==> src/rtl/exc_int_controller.sv <==
// ============================================================================
// Module  : exc_int_controller
// Purpose : Exception/interrupt arbitration ahead of CP0. Builds CP0 write
//           ports and a registered one-cycle fetch redirect with flush.
//           Define EXC_INT_SYNC_EN to pass hw_int through a 2-flop synchronizer.
// Rev     : 1.0  initial release
// ============================================================================
`default_nettype none

module exc_int_controller #(
    parameter logic [31:0] HANDLER_ADDR = 32'h0000_4180,
    parameter int          HW_INT_W     = 6
) (
    input  logic                clk,
    input  logic                reset,
    input  logic [HW_INT_W-1:0] hw_int,
    input  logic                exc_valid,
    input  logic [4:0]          exc_code,
    input  logic [31:0]         exc_pc,
    input  logic                exc_bd,
    input  logic                eret,
    input  logic                mtc0_en,
    input  logic [4:0]          mtc0_addr,
    input  logic [31:0]         mtc0_data,
    input  logic [31:0]         SR_value,
    input  logic [31:0]         Cause_value,
    input  logic [31:0]         EPC_value,
    output logic [31:0]         SR_input,
    output logic                SR_enable,
    output logic [31:0]         Cause_input,
    output logic                Cause_enable,
    output logic [31:0]         EPC_input,
    output logic                EPC_enable,
    output logic                flush,
    output logic                redirect_valid,
    output logic [31:0]         redirect_pc,
    output logic                int_pending
);

    localparam logic [4:0] c_ADDR_SR    = 5'd12;
    localparam logic [4:0] c_ADDR_CAUSE = 5'd13;
    localparam logic [4:0] c_ADDR_EPC   = 5'd14;

    typedef enum logic [0:0] {
        ST_RUN      = 1'b0,
        ST_REDIRECT = 1'b1
    } state_t;

    state_t              r_state;
    state_t              w_next_state;
    logic [31:0]         r_redirect_pc;
    logic [31:0]         w_next_pc;
    logic                w_load_pc;
    logic                w_flush;
    logic                w_entry;
    logic                w_pending;
    logic [HW_INT_W-1:0] w_ip;

`ifdef EXC_INT_SYNC_EN
    logic [HW_INT_W-1:0] r_sync1;
    logic [HW_INT_W-1:0] r_sync2;

    always_ff @(posedge clk or negedge reset) begin
        if (!reset) begin
            r_sync1 <= '0;
            r_sync2 <= '0;
        end else begin
            r_sync1 <= hw_int;
            r_sync2 <= r_sync1;
        end
    end

    assign w_ip = r_sync2;
`else
    assign w_ip = hw_int;
`endif

    assign w_pending = SR_value[0] & ~SR_value[1] & (|(w_ip & SR_value[10 +: HW_INT_W]));

    always_ff @(posedge clk or negedge reset) begin
        if (!reset) begin
            r_state       <= ST_RUN;
            r_redirect_pc <= '0;
        end else begin
            r_state <= w_next_state;
            if (w_load_pc) begin
                r_redirect_pc <= w_next_pc;
            end
        end
    end

    always_comb begin
        SR_input     = SR_value;
        SR_enable    = 1'b0;
        Cause_input  = Cause_value;
        Cause_enable = 1'b0;
        EPC_input    = EPC_value;
        EPC_enable   = 1'b0;
        w_flush      = 1'b0;
        w_entry      = 1'b0;
        w_load_pc    = 1'b0;
        w_next_pc    = r_redirect_pc;
        w_next_state = ST_RUN;

        if (reset) begin
            if (r_state == ST_RUN) begin
                // Interrupt outranks the exception; both share the entry path.
                if (w_pending || exc_valid) begin
                    w_entry      = 1'b1;
                    EPC_input    = (exc_pc & ~32'd3) - (exc_bd ? 32'd4 : 32'd0);
                    Cause_input  = {exc_bd, Cause_value[30:16], w_ip, Cause_value[9:7],
                                    (w_pending ? 5'd0 : exc_code), 2'b00};
                    SR_input     = SR_value | 32'h2;
                    EPC_enable   = 1'b1;
                    Cause_enable = 1'b1;
                    SR_enable    = 1'b1;
                    w_flush      = 1'b1;
                    w_load_pc    = 1'b1;
                    w_next_pc    = HANDLER_ADDR;
                    w_next_state = ST_REDIRECT;
                end else if (eret) begin
                    SR_input     = SR_value & ~32'h2;
                    SR_enable    = 1'b1;
                    w_flush      = 1'b1;
                    w_load_pc    = 1'b1;
                    w_next_pc    = EPC_value;
                    w_next_state = ST_REDIRECT;
                end else if (mtc0_en) begin
                    case (mtc0_addr)
                        c_ADDR_SR: begin
                            SR_input  = mtc0_data;
                            SR_enable = 1'b1;
                        end
                        c_ADDR_CAUSE: begin
                            Cause_input[9:8] = mtc0_data[9:8];
                            Cause_enable     = 1'b1;
                        end
                        c_ADDR_EPC: begin
                            EPC_input  = mtc0_data;
                            EPC_enable = 1'b1;
                        end
                        default: ;
                    endcase
                end
            end

            // IP mirroring merges with any software Cause write already staged.
            if (!w_entry && (w_ip != Cause_value[10 +: HW_INT_W])) begin
                Cause_input[10 +: HW_INT_W] = w_ip;
                Cause_enable                = 1'b1;
            end
        end
    end

    assign redirect_valid = (r_state == ST_REDIRECT);
    assign flush          = w_flush | redirect_valid;
    assign redirect_pc    = r_redirect_pc;
    assign int_pending    = reset & w_pending;

endmodule

`default_nettype wire
==> config.mk <==
export PLATFORM = sky130hd
export DESIGN_NAME = exc_int_controller
export DESIGN_NICKNAME = d
export VERILOG_FILES = /design/src/rtl/exc_int_controller.sv
export SDC_FILE = /design/constraint.sdc
export NUM_CORES = 1
export LEC_CHECK = 0
export BUFFER_PORTS_ARGS = -buffer_cell sky130_fd_sc_hd__buf_2
export CORE_AREA = 2 2 121 123
export CTS_CLUSTER_SIZE = 16
export DETAILED_ROUTE_END_ITERATION = 12
export DIE_AREA = 0 0 123 125
export PLACE_DENSITY = 0.56
export REMOVE_ABC_BUFFERS = 1
export SYNTH_ARGS = -nofsm -noshare
export SYNTH_HDL_FRONTEND = slang
export SYNTH_SLANG_ARGS = --single-unit
export TNS_END_PERCENT = 10
==> constraint.sdc <==
create_clock -name clk -period 2.7 [get_ports clk]
set_input_delay 0.54 -clock clk [delete_from_list [all_inputs] [get_ports clk]]
set_output_delay 0.54 -clock clk [all_outputs]
set_load 0.005 [all_outputs]
# Yosys cells after proc, flatten, opt, wreduce, memory -nomap -nowiden
# Cells that the tools add are included.
[totals]
reg_bits = 33
input_bits = 182
output_inout_bits = 134
elab_cells = 71
[classes]
add_sub_neg = 1
n_eq_ne = 4
mux = 51
bitwise = 7
reduce_logical = 6
[ops]
columns = ["cell", "n"]
rows = [
  ["$mux 32", 16],
  ["$sub 32x3->32", 1],
  ["$mux 1", 26],
  ["$mux 22", 1],
  ["$eq 5x4->1 const B", 3],
  ["$mux 2", 4],
  ["$mux 7", 1],
  ["$and 6x6->6", 1],
  ["$mux 6", 1],
  ["$ne 6x6->1", 1],
  ["$reduce_or 6->1", 1],
  ["$mux 5", 1],
  ["$reduce_and 4->1", 1],
  ["$and 1x1->1", 3],
  ["$mux 3", 1],
  ["$not 1->1", 2],
  ["$reduce_bool 2->1", 1],
  ["$logic_and 1x1->1", 1],
  ["$logic_not 1->1", 1],
  ["$logic_or 1x1->1", 1],
  ["$or 1x1->1", 1],
]

# Depth between registers and ports, before layout
# Gate-level depths: netlist (run 1).
[depth]
word_depth = 11
ltp_mapped = 9

# Worst setup path before layout (run 1)
# No wires, ideal clock.
[synth_timing]
path_kind = "input port to output port"
start = "input port exc_pc[2]"
end = "output port EPC_input[26]"
arrival_time_ps = 2315
t_required_ps = 2160
slack_ps = -155
cell_stages = 9
path_buffers = 1
path_cell_list = "inv_1 > ha_1 > ha_1 > or4b_1 > clkbuf_1 > nor3_2 > nand4b_1 > xnor2_1 > a221o_1"
[synth_between]
elab_chain_len = 4
[synth_rtl]
columns = ["item", "line_no", "rtl"]
rows = [
  ["from (decl)", "19", "input logic [31:0] exc_pc,"],
  ["$sub 32x3->32", "110", "EPC_input = (exc_pc & ~32'd3) - (exc_bd ? 32'd4 : 32'd0);"],
  ["$mux 32", "108", "if (w_pending || exc_valid) begin"],
  ["$mux 32", "106", "if (r_state == ST_RUN) begin"],
  ["$mux 32", "105", "if (reset) begin"],
  ["to (decl)", "32", "output logic [31:0] EPC_input,"],
]
# Every way passes these cells.

# Worst setup path in the final report (run 1)
[layout_timing]
start = "input port exc_pc[5]"
end = "output port EPC_input[13]"
# Same word-level chain as after synthesis.

==> run metrics, run 1 <==
run status=complete, but fails checks; failing checks=setup timing; # DRC=0; antenna viol nets, final=0; Max rail drop VDD=0.244 mV; Worst R2R Setup Slack=between 800 and 900 ps; Syn Area/Cell=8.70 um^2; Post-DP HPWL=14.3 mm; most common cell in the netlist=mux2_2; grt ovf=0; Setup WS pre-CTS=-327 ps; Fmax=0.343 GHz; Setup Viol. Count Final=64; Commonest cells post-synth=38 x mux2_2, 33 x dfrtp_1, 31 x a22o_1; CTS Root Cell=clkbuf_16; WP data required=2160 ps; Num CTS Buffers=5; routed wire length=17.2 mm; Crit Path Category=primary input to output port; RSZ-0062 raised after global routing=true; count of input and output buffers=281; worst hold path class=primary input to asynchronous set/reset pin; max-slew violations=0; fin crit share=108%; Min Hold Slack=243 ps; synth-to-layout area growth=86.4%; largest net degree at the start of global routing=30; clock buffer depth=2; Initial DRC Count=230; WL per Instance=approximately 19 um; Via-to-Cell Ratio=between 4 and 5; Startpoint Class=primary input; RePlAce Congestion=0.845; H-tree depth=2; Synth cell types=53; total power=0.00197 W; hold_buf cts=0; number of global-route vias before repair=4,309; Rows=44; fraction of final layout cells sized beyond drive strength 1=between 60% and 70%; die area=15,400 um^2; Synth Instances=about 380; Yosys reg bits=33; placed cell areas=5330 um^2; Worst Path Arrival=2380 ps; initial antenna violation count=0; fin crit period=between 2000 and 3000 ps; first-pass GRT wire length=~25 mm; Worst Reg-to-Reg Cells=6; DR vias=4,368; ys async rst share=100%; Max Cap Viol=0; cells taking the most area after synthesis=dfrtp_1 25%, mux2_2 13%, a22o_1 8.3%, xor2_1 4.8%, buf_4 4.4%; Clock Skew=between 2 and 3 ps; Ys Warns=0; Die Span X=123 um; top cell type's share of synthesized area=25.3%; final worst slack=-217 ps; worst setup path start=exc_pc[5]; r2r endpoint=redirect_pc[26]$_DFFE_PN0P_; GRT Total Usage=21.2%; PD cells=323 nW/um^2; synthesized area=3270 um^2; RR Startpoint=redirect_valid$_DFF_PN0_; Post-synth EDFFs=0; post-route cell area=6090 um^2; Initial Utilization=roughly 23%; cell taking the most area after synthesis=dfrtp_1; leakage power=3.04 nW; die height=125 um; Core Area=about 14,000 um^2; Diodes inserted=0; # IOs=316; Worst-Skew Late Latency=280 ps; CP Max Fanout=4; clock tree from TritonCTS=done; Seq/Total Area, Yosys=25.3%; Synth Flop Type=dfrtp_1; Rel. slew slack=71.6%; Slew @ Worst Pin=424 ps; Final nets=approximately 900; drt pass-1 iters=5; Critical Path End=EPC_input[13]; clock sinks=33; final hold violation count=0; Crit. End Element=output port; Worst-path clk slew=approximately 50 ps
==> logic make-up after synthesis <==
group	Yosys count	synth area share, %
AO/OA/AOI/OAI	108	23.7
XOR/XNOR	32	8.57
multiplexers	40	13.7
AND/OR/NAND/NOR	113	19.9
buffers and inverters	48	8.00
flip-flops	33	25.3
adder cells (fa/ha/maj)	2	0.765
==> report_power, final <==
part / internal [W] / total [W] / switching, W
combinational: 0.000452 / 0.000848 / 0.000396
clock: 0.000361 / 0.000550 / 0.000189
sequential: 0.000545 / 0.000573 / 0.0000277
==> sequential cells by signal, indices dropped and copies added (netlist names) <==
name / flops
redirect_valid: 1
redirect_pc: 32
==> per-stage QoR <==
step | TNS [ps] | utilization, % | cells
after detailed placement | -15630 | 37.5 | 885
after global routing | -13770 | 42.9 | 898
after CTS | -7690 | 41.2 | 897
final | -7420 | 42.9 | 898
after floorplan | -26920 | - | 338
after global placement | -13230 | 37.5 | 885
==> layout by cell type (no fill, tap or decap), types with 3 or more instances in the layout <==
cell type,n
nand4_1,3
nor2_1,20
o22a_1,3
nand2_1,26
a22oi_2,5
clkbuf_16,6
inv_1,8
mux2_2,9
buf_2,247
o21ai_0,7
xnor2_1,13
o22ai_1,15
nand3_1,8
nand4b_1,4
xor2_1,17
mux2_4,30
buf_6,40
dfrtp_1,33
or4_1,4
a21oi_1,19
o21ai_1,5
o21ai_2,3
nor3_1,7
buf_4,76
and3_1,3
nor4_1,5
a22o_1,31
or2_2,4
buf_12,5
nor4_2,5
nand2b_1,4
==> worst max-delay path, stage by stage <==
cell,delay [ps]
buf_6,90
or4_4,570
or3_4,440
or3_1,330
xor2_1,160
o21ai_2,100
buf_2,140
==> layout make-up <==
| cell class | instances | area [um^2] |
|---|---|---|
| multi-input cells | 295 | 2470 |
| flip-flops and latches | 33 | 826 |
| fillers | 1485 | 8110 |
| repair buffers | 369 | 2380 |
| clock buffers | 7 | 143 |
| well taps | 184 | 230 |
| inverters | 10 | 42.5 |
==> routing by layer <==
| metal | part of all wire, % | GRT usage [%] |
|---|---|---|
| met5 | 0.55 | 4.61 |
| met4 | 2.3 | 5.75 |
| met3 | 9.8 | 6.84 |
| met2 | 47 | 34.5 |
| met1 | 41 | 26.4 |
==> timing repair <==
action,in CTS,in global routing
gates cloned,1,1
pin swaps,15,2
resized for setup,71,44
endpoints found under the setup margin,81,74
setup buffers,4,0
==> worst min path at each step <==
| stage | from | to | slack, ps |
|---|---|---|---|
| 5_1_grt | reset | redirect_pc[15]$_DFFE_PN0P_ | 260 |
| 4_1_cts | reset | redirect_pc[12]$_DFFE_PN0P_ | 250 |
| 3_5_place_dp | redirect_pc[11]$_DFFE_PN0P_ | redirect_pc[11]$_DFFE_PN0P_ | 490 |
| 2_1_floorplan | reset | redirect_pc[0]$_DFFE_PN0P_ | 240 |
| 6_report | reset | redirect_pc[8]$_DFFE_PN0P_ | 240 |
| 3_3_place_gp | redirect_pc[30]$_DFFE_PN0P_ | redirect_pc[30]$_DFFE_PN0P_ | 480 |
No activity file was read; power rests on OpenSTA's default activity.
==> inputs of run 2 (changes only) <==
--- a/config.mk
+++ b/config.mk
@@ -5,6 +5,7 @@
 export SDC_FILE = /design/constraint.sdc
 export NUM_CORES = 1
 export LEC_CHECK = 0
+export ABC_CLOCK_PERIOD_IN_PS = 2500
 export BUFFER_PORTS_ARGS = -buffer_cell sky130_fd_sc_hd__buf_2
 export CORE_AREA = 2 2 121 123
 export CTS_CLUSTER_SIZE = 16
==> constraint.sdc (replaced) <==
create_clock -name clk -period 2.5 [get_ports clk]
set_input_delay 0.5 -clock clk [delete_from_list [all_inputs] [get_ports clk]]
set_output_delay 0.5 -clock clk [all_outputs]
set_load 0.005 [all_outputs]
==> run metrics, run 2 (synthesis gave the netlist of run 1 again) <==
DR vias=4,336 (-0.73%); Setup WS pre-CTS=-472 ps (-145 ps); RePlAce Congestion=0.849 (+0.56%); first-pass GRT wire length=24.5 mm (-1.1%); count of input and output buffers=281 (unchanged); Int Power=0.00142 W (+4.3%); Setup Viol. Count Final=68 (+6.3%); CP Max Fanout=4 (unchanged); number of flip-flops under the largest register name=32 (unchanged); Core Area=14,200 um^2 (unchanged); PD cells=355 nW/um^2 (+9.6%); WL per Instance=18.5 um (-3.8%); Initial Utilization=23.0% (unchanged); Die Span X=123 um (unchanged); Worst Path Arrival=2340 ps (-40 ps); Max rail drop VDD=0.275 mV (+13%); # IOs=316 (unchanged); Num CTS Buffers=5 (unchanged); antenna viol nets, final=0 (unchanged); sequential power share=29.6% (+0.5 points); Fmax=approximately 0.35 GHz; drt pass-1 iters=4 (-1); initial antenna violation count=1 (+1); die area=15,400 um^2 (unchanged); Diodes inserted=0 (unchanged); switch share=32.1% (+1.1 points); RSZ-0062 raised after global routing=true; total negative slack=-15,450 ps (-8030 ps); Final nets=901 (+0.33%); failing checks=setup timing; Crit Path Category=primary input to output port; Psw=0.000671 W (+9.5%); routed wire length=16.7 mm (-3.3%); GRT Total Usage=20.8% (-0.37 points); max-slew violations=0 (unchanged); number of global-route vias before repair=4,337 (+0.65%); Register Area=826 um^2 (unchanged); Post-DP HPWL=14.3 mm (-0.34%); Max Cap Viol=0 (unchanged); leakage power=2.96 nW (-2.7%); Clock Skew=1.22 ps (-1.30 ps); Initial DRC Count=208 (-9.6%); Startpoint Class=primary input; Worst-Skew Late Latency=280 ps (about the same); final worst slack=-341 ps (-124 ps); commonest non-fill, non-tap cells in the layout=277 x buf_2, 79 x buf_4, 36 x mux2_2; clock tree from TritonCTS=done; fin crit share=114%; hold_buf cts=0 (unchanged); clock sinks=33 (unchanged); CTS Root Cell=clkbuf_16; clock buffer depth=2 (unchanged); post-route cell area=5890 um^2 (-3.4%); fin crit period=~2800 ps; H-tree depth=2 (unchanged); synth-to-layout area growth=80.1%; grt ovf=0 (unchanged); Crit. End Element=output port; # DRC=0 (unchanged); die height=125 um (unchanged); final hold violation count=0 (unchanged); Slew @ Worst Pin=521 ps (+97.3 ps); Rel. slew slack=65.1% (-6.5 points); Fillers=1,520 (+2.4%); Clock Power Share=28.0% (about the same); commonest non-fill, non-tap cell in the layout=buf_2; WP data required=2000 ps (-160 ps); Rows=44 (unchanged); fraction of final layout cells sized beyond drive strength 1=65.9% (+1.6 points); area occupied by multi-input gates=2450 um^2 (-0.66%); run status=complete, but fails checks; Via-to-Cell Ratio=4.81 (-1.2%); worst hold path class=primary input to asynchronous set/reset pin; Worst-path clk slew=50 ps (about the same); placed cell areas=5400 um^2 (+1.2%); Logic pwr share=42.4% (-0.6 points); largest net degree at the start of global routing=34 (+13%)
run 2: path summary, 6_finish.rpt:
check                           slack [ps]                           to                         from  depth (start not counted)
worst min-delay path                   390     redirect_valid$_DFF_PN0_                        reset                          3
max in group asynchronous             1810  redirect_pc[29]$_DFFE_PN0P_                        reset                          3
worst max register to register         600  redirect_pc[19]$_DFFE_PN0P_     redirect_valid$_DFF_PN0_                          6
worst min register to register         500  redirect_pc[26]$_DFFE_PN0P_  redirect_pc[26]$_DFFE_PN0P_                          1
worst max-delay path                  -340                EPC_input[13]                       exc_bd                          8
min in group clk                       450   redirect_pc[7]$_DFFE_PN0P_                 EPC_value[7]                          2
run 2: power groups by stage:
stage	Sequential, W	Combinational [W]	Clock (W)
final	0.000618	0.000886	0.000584
after global routing	0.000624	0.000967	0.000612
after CTS	0.000618	0.000878	0.000599
after detailed placement	0.000626	0.000837	0
after global placement	0.000627	0.000832	0
after floorplan	0.000629	0.000292	0
run 2: per-stage QoR:
step                std cells  total power, W  utilization (%)  hold slack [ps]
floorplan                 338        0.000921                -              204
global placement          892         0.00146             38.0              483
detailed placement        892         0.00146             38.0              491
CTS                       901         0.00210             40.7              410
global route              902         0.00220             41.5              437
finish                    902         0.00209             41.5              390
run 2: per-layer routing:
layer | share of wire, % | global-route usage (%)
met1 | 42 | 26.1
met2 | 46 | 33.7
met3 | 9.6 | 7.03
met4 | 1.7 | 5.15
met5 | 0.65 | 4.61
run 2: cell type report:
class / count / area share [%]
Multi-Input combinational cell: 295 / 41.7
Timing Repair Buffer: 372 / 37.3
Inverter: 10 / 0.765
Clock inverter: 2 / 0.170
Tap cell: 184 / 3.91
Clock buffer: 6 / 2.19
Sequential cell: 33 / 14.0
run 2: critical path, stage by stage:
cell and delay [ps]:
buf_2 120, ha_4 160, or3b_4 410, or3_4 420
or3_4 340, xor2_1 150, o21ai_2 110, buf_2 140
run 2: what timing repair did:
| action | CTS | global route |
|---|---|---|
| resized for setup | 46 | 24 |
| buffers inserted | 1 | 1 |
| endpoints found under the setup margin | 82 | 81 |
| pin swaps | 18 | 12 |
==> inputs of run 3 (changes only) <==
--- a/config.mk
+++ b/config.mk
@@ -11,7 +11,7 @@
 export CTS_CLUSTER_SIZE = 16
 export DETAILED_ROUTE_END_ITERATION = 12
 export DIE_AREA = 0 0 123 125
-export PLACE_DENSITY = 0.56
+export PLACE_DENSITY = 0.63
 export REMOVE_ABC_BUFFERS = 1
 export SYNTH_ARGS = -nofsm -noshare
 export SYNTH_HDL_FRONTEND = slang
==> run metrics, run 3 (synthesis gave the netlist of run 1 again) <==
sequential power share=27.8% (-1.8 points); Clock Power Share=31.9% (+3.9 points); drt pass-1 iters=4 (unchanged); number of global-route vias before repair=4,431 (+2.2%); CP Buf/Inv Count=2 (unchanged); antenna viol nets, final=0 (unchanged); RePlAce Congestion=0.861 (+1.3%); Die Span X=123 um (unchanged); Fmax=0.350 GHz (-0.62%); met3 wire length=1.39 mm (-13%); RSZ-0062 raised after global routing=true; Setup Viol. Count Final=65 (-4.4%); commonest non-fill, non-tap cell in the layout=buf_2; Post-DP HPWL=14.0 mm (-2.0%); WP data required=2000 ps (about the same); run status=complete, but fails checks; Clock Skew=5.47 ps (+4.24 ps); Max Cap Viol=0 (unchanged); PD cells=372 nW/um^2 (+4.8%); Max rail drop VDD=0.193 mV (-30%); min-delay src=EPC_value[8]; Initial DRC Count=167 (-20%); Max Used Layer=met4; worst setup path start=exc_pc[6]; synth-to-layout area growth=82.1%; Setup WS pre-CTS=-562 ps (-90.1 ps); CP max stage cell=or4_4; Diodes inserted=0 (unchanged); fin cells=910 (+0.89%); fraction of final layout cells sized beyond drive strength 1=65.7% (-0.17 points); dpl cells=903 (+1.2%); grt ovf=0 (unchanged); first-pass GRT wire length=24.6 mm (+0.37%); Worst Path Arrival=2360 ps (+20 ps); DR vias=4,475 (+3.2%); clock sinks=33 (unchanged); initial antenna violation count=0 (-1); Worst-path clk slew=60 ps (about the same); CP delay by family, top=simple AND/OR/NAND/NOR gates; CP Max Fanout=4 (unchanged); Slew @ Worst Pin=474 ps (-47.3 ps); H-tree depth=2 (unchanged); Worst-Skew Late Latency=280 ps (about the same); clock tree from TritonCTS=done; Via-to-Cell Ratio=4.92 (+2.3%); routed wire length=16.9 mm (+1.7%); fin crit period=2860 ps (+17.8 ps); failing checks=setup timing; Final nets=910 (+1.0%); Core Area=14,200 um^2 (unchanged); fin crit share=114% (+0.71 points); Int Power=0.00152 W (+7.0%); hold_buf cts=0 (unchanged); Initial Utilization=23.0% (unchanged); Psw=0.000698 W (+3.9%); worst hold path class=primary input to flip-flop; Crit Path Category=primary input to output port; largest net degree at the start of global routing=34 (unchanged); WL per Instance=18.6 um (+0.77%); metal2 WL=8.04 mm (+4.1%); final worst slack=-359 ps (-17.8 ps); clock buffer depth=2 (unchanged); Crit. End Element=output port; Rel. slew slack=68.4% (+3.3 points); die area=15,400 um^2 (unchanged); # IOs=316 (unchanged); CTS Root Cell=clkbuf_16; switch share=31.5% (-0.62 points); count of input and output buffers=281 (unchanged); RR Startpoint=redirect_valid$_DFF_PN0_; commonest non-fill, non-tap cells in the layout=279 x buf_2, 87 x buf_4, 38 x mux2_2; Startpoint Class=primary input; GRT Total Usage=21.0% (+0.18 points); Logic pwr share=40.2% (-2.2 points); final hold violation count=0 (unchanged); # DRC=0 (unchanged); Num CTS Buffers=5 (unchanged); leakage power=2.99 nW (+0.96%); CP max stage delay=570 ps (+150 ps); met1 WL=7.08 mm (+1.9%); die height=125 um (unchanged); max-slew violations=0 (unchanged); number of flip-flops under the largest register name=32 (unchanged); total power=0.00221 W (+6.0%); worst-path cell chain=buf_2 > or4_4 > or3_4 > or3_4 > xor2_1 > o21ai_2 > buf_2; Rows=44 (unchanged)
==> run 3: timing repair <==
| item | 4_1_cts | 5_1_grt |
|---|---|---|
| pin swaps | 21 | 11 |
| setup buffers | 1 | 0 |
| endpoints found under the setup margin | 82 | 81 |
| cloned | 0 | 0 |
| gates resized for setup | 42 | 18 |
==> run 3: metrics by stage <==
step	area, um^2	util (%)	hold WS, ps	TNS, ps
6_report	5950	41.9	449	-14810
3_5_place_dp	5490	38.7	486	-23940
4_1_cts	5870	41.3	444	-15550
5_1_grt	5950	41.9	446	-21450
3_3_place_gp	5490	38.7	484	-23170
2_1_floorplan	3050	-	204	-37240
==> run 3: worst paths after layout <==
check	cells past startpoint	slack (ps)	endpoint
worst max-delay path	7	-360	EPC_input[13]
worst min-delay path	2	450	redirect_pc[8]$_DFFE_PN0P_
worst max register to register	6	740	redirect_pc[22]$_DFFE_PN0P_
worst min register to register	1	500	redirect_pc[3]$_DFFE_PN0P_
max in group asynchronous	3	1690	redirect_pc[25]$_DFFE_PN0P_
min in group asynchronous	3	470	redirect_pc[13]$_DFFE_PN0P_
==> run 3: cell type report <==
class | instances | area [um^2]
flip-flops and latches | 33 | 826
fillers | 1450 | 8250
repair buffers | 381 | 2250
clock buffers | 5 | 125
clock inverters | 2 | 35.0
well taps | 184 | 230
inverters | 10 | 40.0
multi-input cells | 295 | 2450
==> run 3: power groups by stage <==
stage                     Clock (W)  Combinational, W  Sequential (W)
after floorplan                   0          0.000292        0.000629
after global placement            0          0.000843        0.000623
after detailed placement          0          0.000848        0.000624
after CTS                  0.000717          0.000884        0.000615
after global routing       0.000741          0.000971        0.000622
final                      0.000707          0.000890        0.000616
==> run 3: worst register-to-register path, delay by kind of cell, from the launching register on <==
| kind | cells | cell delay (ps) |
|---|---|---|
| simple gates | 2 | 460 |
| compound gates | 1 | 190 |
| flops | 1 | 380 |
| buf+inv | 3 | 660 |
==> run 3: metal layers <==
metal,global-route usage [%],vias up
met5,0,-
met3,4.70,26
met4,6.89,0
li1,-,2116
met2,35.1,227
met1,26.5,2106
